<file path="config.mk">
export PLATFORM = sky130hd
export DESIGN_NAME = dmem_port_arbiter
export DESIGN_NICKNAME = d
export VERILOG_FILES = /design/src/rtl/dmem_pkg.sv /design/src/rtl/dmem_port_arbiter_rr_arb2.sv /design/src/rtl/dmem_port_arbiter.sv
export SDC_FILE = /design/constraint.sdc
export NUM_CORES = 1
export LEC_CHECK = 0
export BUFFER_PORTS_ARGS = -buffer_cell sky130_fd_sc_hd__buf_2
export CORE_AREA = 2 2 95 97
export CTS_CLUSTER_SIZE = 40
export DETAILED_ROUTE_END_ITERATION = 6
export DIE_AREA = 0 0 97 99
export PLACE_DENSITY = 0.58
export SETUP_SLACK_MARGIN = 0.1
export SYNTH_ARGS = -nofsm -noshare
export SYNTH_HDL_FRONTEND = slang
export SYNTH_HIERARCHICAL = 1
export SYNTH_SLANG_ARGS = --single-unit
</file>
<file path="constraint.sdc">
create_clock -name i_clk -period 1.35 [get_ports i_clk]
set_input_delay 0.0675 -clock i_clk [delete_from_list [all_inputs] [get_ports i_clk]]
set_output_delay 0.0675 -clock i_clk [all_outputs]
set_load 0.005 [all_outputs]
</file>
<file path="src/rtl/dmem_pkg.sv">
// ---------------------------------------------------------------------------
// dmem_pkg
// Shared definitions for the data-memory port arbiter:
//   req_id_e   - requester identifier (REQ_R0 = 0, REQ_R1 = 1)
//   RD_LATENCY - cycles from a granted read to its rvalid pulse
//   rd_tag_t   - in-flight read owner tag (valid bit + requester id)
// ---------------------------------------------------------------------------
package dmem_pkg;

  typedef enum logic {
    REQ_R0 = 1'b0,
    REQ_R1 = 1'b1
  } req_id_e;

  // The memory wrapper returns read data one cycle after the access, so a
  // single tag register is enough to route it back to its owner.
  localparam int RD_LATENCY = 1;

  typedef struct packed {
    logic    valid;
    req_id_e id;
  } rd_tag_t;

endpackage : dmem_pkg

</file>
<file path="src/rtl/dmem_port_arbiter_rr_arb2.sv">
// ---------------------------------------------------------------------------
// rr_arb2
// Two-way round-robin arbiter with its priority register.
// Ports:
//   i_clk     - clock
//   i_rstn    - asynchronous active-low reset (priority returns to r0)
//   i_req     - request vector, bit 0 = r0, bit 1 = r1
//   o_gnt     - one-hot (or zero) grant, combinational on i_req
//   o_gnt_id  - id of the granted requester (meaningful when |o_gnt)
// ---------------------------------------------------------------------------
module rr_arb2
  import dmem_pkg::*;
(
  input  logic       i_clk,
  input  logic       i_rstn,
  input  logic [1:0] i_req,
  output logic [1:0] o_gnt,
  output req_id_e    o_gnt_id
);

  req_id_e prio_reg;
  req_id_e prio_next;
  logic [1:0] gnt;

  // A lone requester always wins; prio only breaks ties.
  always_comb begin
    gnt = i_req;
    if (i_req == 2'b11) begin
      gnt = (prio_reg == REQ_R0) ? 2'b01 : 2'b10;
    end
  end

  // After any grant the other port gets priority; idle cycles hold it.
  always_comb begin
    prio_next = prio_reg;
    if (gnt[0]) begin
      prio_next = REQ_R1;
    end else if (gnt[1]) begin
      prio_next = REQ_R0;
    end
  end

  always_ff @(posedge i_clk or negedge i_rstn) begin
    if (!i_rstn) begin
      prio_reg <= REQ_R0;
    end else begin
      prio_reg <= prio_next;
    end
  end

  assign o_gnt    = gnt;
  assign o_gnt_id = gnt[1] ? REQ_R1 : REQ_R0;

endmodule : rr_arb2

</file>
<file path="src/rtl/dmem_port_arbiter.sv">
// ---------------------------------------------------------------------------
// dmem_port_arbiter
// Shares one data-memory port between two requesters (r0, r1) with
// round-robin arbitration and routes read data back to the issuing port.
// Ports:
//   i_clk, i_rstn                      - clock, async active-low reset
//   i_rN_req/_we/_addr/_wdata          - requester N access (we == 0: read)
//   o_rN_gnt                           - access accepted this cycle
//   o_rN_rvalid/_rdata                 - read return, one cycle after grant
//   o_m_ce/_we/_addr/_data_in          - memory-side command (granted port)
//   i_m_data_out                       - memory read data (registered)
// ---------------------------------------------------------------------------
module dmem_port_arbiter
  import dmem_pkg::*;
#(
  parameter int DATA_WIDTH = 32,
  parameter int ADDR_WIDTH = 10,
  parameter int BYTE_WIDTH = 8,
  localparam int NB        = DATA_WIDTH / BYTE_WIDTH
) (
  input  logic                  i_clk,
  input  logic                  i_rstn,
  input  logic                  i_r0_req,
  input  logic [NB-1:0]         i_r0_we,
  input  logic [ADDR_WIDTH-1:0] i_r0_addr,
  input  logic [DATA_WIDTH-1:0] i_r0_wdata,
  input  logic                  i_r1_req,
  input  logic [NB-1:0]         i_r1_we,
  input  logic [ADDR_WIDTH-1:0] i_r1_addr,
  input  logic [DATA_WIDTH-1:0] i_r1_wdata,
  output logic                  o_r0_gnt,
  output logic                  o_r1_gnt,
  output logic                  o_r0_rvalid,
  output logic                  o_r1_rvalid,
  output logic [DATA_WIDTH-1:0] o_r0_rdata,
  output logic [DATA_WIDTH-1:0] o_r1_rdata,
  output logic                  o_m_ce,
  output logic [NB-1:0]         o_m_we,
  output logic [ADDR_WIDTH-1:0] o_m_addr,
  output logic [DATA_WIDTH-1:0] o_m_data_in,
  input  logic [DATA_WIDTH-1:0] i_m_data_out
);

  logic [1:0] req_vec;
  logic [1:0] gnt_vec;
  req_id_e    gnt_id;
  rd_tag_t    rd_tag_reg;
  rd_tag_t    rd_tag_next;
  logic [1:0] rvalid_vec;

  // Requests are masked while reset is held so no grant or memory command
  // can leak out combinationally during reset.
  assign req_vec = {i_r1_req, i_r0_req} & {2{i_rstn}};

  rr_arb2 u_rr_arb2 (
    .i_clk    (i_clk),
    .i_rstn   (i_rstn),
    .i_req    (req_vec),
    .o_gnt    (gnt_vec),
    .o_gnt_id (gnt_id)
  );

  assign o_r0_gnt = gnt_vec[0];
  assign o_r1_gnt = gnt_vec[1];

  // Memory command mux; everything is zero when nobody is granted.
  always_comb begin
    o_m_ce      = 1'b0;
    o_m_we      = '0;
    o_m_addr    = '0;
    o_m_data_in = '0;
    if (gnt_vec[0]) begin
      o_m_ce      = 1'b1;
      o_m_we      = i_r0_we;
      o_m_addr    = i_r0_addr;
      o_m_data_in = i_r0_wdata;
    end else if (gnt_vec[1]) begin
      o_m_ce      = 1'b1;
      o_m_we      = i_r1_we;
      o_m_addr    = i_r1_addr;
      o_m_data_in = i_r1_wdata;
    end
  end

  // Owner tag is captured at grant time, so the returning word is steered
  // by who issued it rather than by who holds the grant now; this lets
  // alternating back-to-back reads return without bubbles.
  always_comb begin
    rd_tag_next.valid = o_m_ce && (o_m_we == '0);
    rd_tag_next.id    = gnt_id;
  end

  always_ff @(posedge i_clk or negedge i_rstn) begin
    if (!i_rstn) begin
      rd_tag_reg <= '{valid: 1'b0, id: REQ_R0};
    end else begin
      rd_tag_reg <= rd_tag_next;
    end
  end

  generate
    for (genvar gi = 0; gi < 2; gi++) begin : g_rvalid
      assign rvalid_vec[gi] = rd_tag_reg.valid && (int'(rd_tag_reg.id) == gi);
    end
  endgenerate

  assign o_r0_rvalid = rvalid_vec[0];
  assign o_r1_rvalid = rvalid_vec[1];
  assign o_r0_rdata  = rvalid_vec[0] ? i_m_data_out : '0;
  assign o_r1_rdata  = rvalid_vec[1] ? i_m_data_out : '0;

endmodule : dmem_port_arbiter

</file>
==> metrics <==
Worst Hold Depth 3; I/O pin cnt 243; synthesized area per cell 7.257 µm²; Final HPWL DP 5.469 mm; clk slew on worst S/H paths 30 ps; initial antenna violation count 0; Nets 533; Sink Count 3; Worst IR Drop VDD 0.0003353 V; MaxCap Viol Count 0; layout cells sized above 1 0.7748; Peak Freq 612.9 MHz; global-route wire length before repair 10.94 mm; Die Y 99 µm; vias per std cell 4.379; Final Skew 5.151 ps; FF-to-FF setup slack -280 ps; Power Density 415.2 nW/µm²; final worst slack -281.5 ps; Detail Route Antenna Nets 0; Worst-Skew Late Latency 220 ps; Post-Layout Inst Area 3152 µm²; final wirelength 7.575 mm; GRT overflow 0; 1st-iter DRT viols 55; CORE AREA 8551 µm²; vias in the first global route 2170; Initial DRT Pass Iterations 4; RSZ-0062 raised after global routing true; Worst-Margin Slew 241.3 ps; delay of the slowest critical-path stage 390 ps; leakage power 1.964 nW; Seq/Total Area, Yosys 0.06897; die area 9603 µm²; initial cell density of the core 0.1273; CTS Buf Count 3; area of the mapped netlist 1089 µm²; area delta synth->final 189.5%; Post-Route Setup TNS -12700 ps; CP Launch Type register; Yosys warnings 6; Port Buffer Count 242; Via Count 2242; synthesis-stage register bit count 3; clk root buf clkbuf_8; largest net degree at the start of global routing 42; final setup vio count 63; area leader, netlist a22o_1; # H-tree levels 1; final critical-path share of the clock period 1.209; WP data required 1280 ps; syn nets 278; Final Wtd Congestion 0.7479; gr usage total 0.1396; Worst R2R Path Depth 6; Hold Crit Class primary input to register; Worst Setup End Kind primary output; crit path max-delay cell type dfrtp_1; Final Max Slew Viols 0; failing checks negative setup slack; status finished with violations; worst-path fanout max 20; minimum clock period after layout 1632 ps; clk buf depth 2; Synth area leaders a22o_1 (36%), and2_1 (20%), and3_1 (18%); # diodes 0; Netlist cell types 19; Die X 97 µm; drt drc 0; critical-path cell list buf_6 -> a21boi_4 -> nor2b_4 -> clkbuf_16 -> a22o_1 -> buf_2; CP arrival 1560 ps; relative slew slack 0.8391; WS Path Type register to primary output; Final Hold Fails 0; cell row count 34; share of the synthesized area in the top cell type 0.3621; CTS tree done; wire per inst 14.79 µm; Syn Inst Count 150; placed instance area 2510 µm²; Largest register FFs 2
## final cells by class
class / instances / area, µm²
inverters: 1 / 3.754
flip-flops and latches: 3 / 76.32
well taps: 108 / 135.1
repair buffers: 271 / 1843
clock buffers: 4 / 45.04
multi-input cells: 125 / 1049
fillers: 896 / 5399
## report_power, final
group / total (mW) / switching, mW / internal (mW)
logic: 0.926 / 0.362 / 0.563
clock network: 0.272 / 0.0701 / 0.202
registers: 0.110 / 0.00981 / 0.101
## per-stage QoR
step                  util  std cells  hold slack, ps  setup WS, ps  power, mW
floorplan                -        150          -228.1        -140.3     0.3930
global placement    0.2935        491          -33.95        -75.68     0.8027
detailed placement  0.2935        491          -29.61        -132.6     0.8123
CTS                 0.3543        510           133.6        -265.9      1.273
global route        0.3686        512           142.6        -337.8      1.398
finish              0.3686        512           134.9        -281.5      1.309
## cells by family after synthesis
family | synth area share
flops | 0.06896
compound gates | 0.4103
buf+inv | 0.09654
simple gates | 0.4241
## worst max-delay path, delay by kind of cell, from the launching register on
kind / cells / cell delay (ps)
AOI/OAI and AO/OA: 2 / 390
buffers and inverters: 3 / 440
and+or+nand+nor: 1 / 100
DFF: 1 / 390
## cell usage in the layout, fill, tap and decap left out, drive strengths merged, types with 2 or more instances in the layout
| master | n |
|---|---|
| nand2 | 2 |
| and2 | 35 |
| and3 | 32 |
| dfrtp | 3 |
| nor2b | 2 |
| nand2b | 2 |
| a21boi | 2 |
| a22o | 45 |
| buf | 268 |
| clkbuf | 6 |
## final timing paths
kind                                      endpoint          startpoint
worst max register to register       rd_tag_reg[1]  u_rr_arb2/prio_reg
worst min-delay path                 rd_tag_reg[1]          i_r1_we[2]
worst min register to register  u_rr_arb2/prio_reg  u_rr_arb2/prio_reg
min in group asynchronous       u_rr_arb2/prio_reg              i_rstn
max in group asynchronous            rd_tag_reg[0]              i_rstn
worst max-delay path                   o_m_addr[2]  u_rr_arb2/prio_reg
## what timing repair did
item                       4_1_cts  5_1_grt
cloned                           4        2
setup endpoints to repair       81      114
pin swaps                       17       17
hold buffers                     1        0
buffers inserted                10        0
resized for setup               64       17
hold endpoints to repair         3        0
## per-layer routing
metal / track usage / up-vias / share of wire / wire [µm]
met3: 0.02340 / 13 / 0.075 / 567
met2: 0.2692 / 139 / 0.54 / 4128
li1: - / 1072 / - / -
met4: 0.04117 / 0 / 0.015 / 117
met1: 0.1564 / 1018 / 0.36 / 2761
met5: 0 / - / 0 / 0
## synthesized netlist by cell type
| library cell | n |
|---|---|
| nand2b_1 | 2 |
| nand2_1 | 2 |
| inv_1 | 1 |
| or2_1 | 1 |
| nor2b_1 | 2 |
| a21boi_0 | 1 |
| buf_4 | 2 |
| a22o_1 | 45 |
| clkbuf_1 | 12 |
| dfrtp_1 | 3 |
| buf_6 | 1 |
| and3_1 | 32 |
| o21ai_1 | 1 |
| a2111oi_4 | 1 |
| and2_1 | 35 |
| a21boi_1 | 1 |
| a21oi_1 | 1 |
| buf_2 | 6 |
| nor2_1 | 1 |
Power figures use the tool's default switching activity.
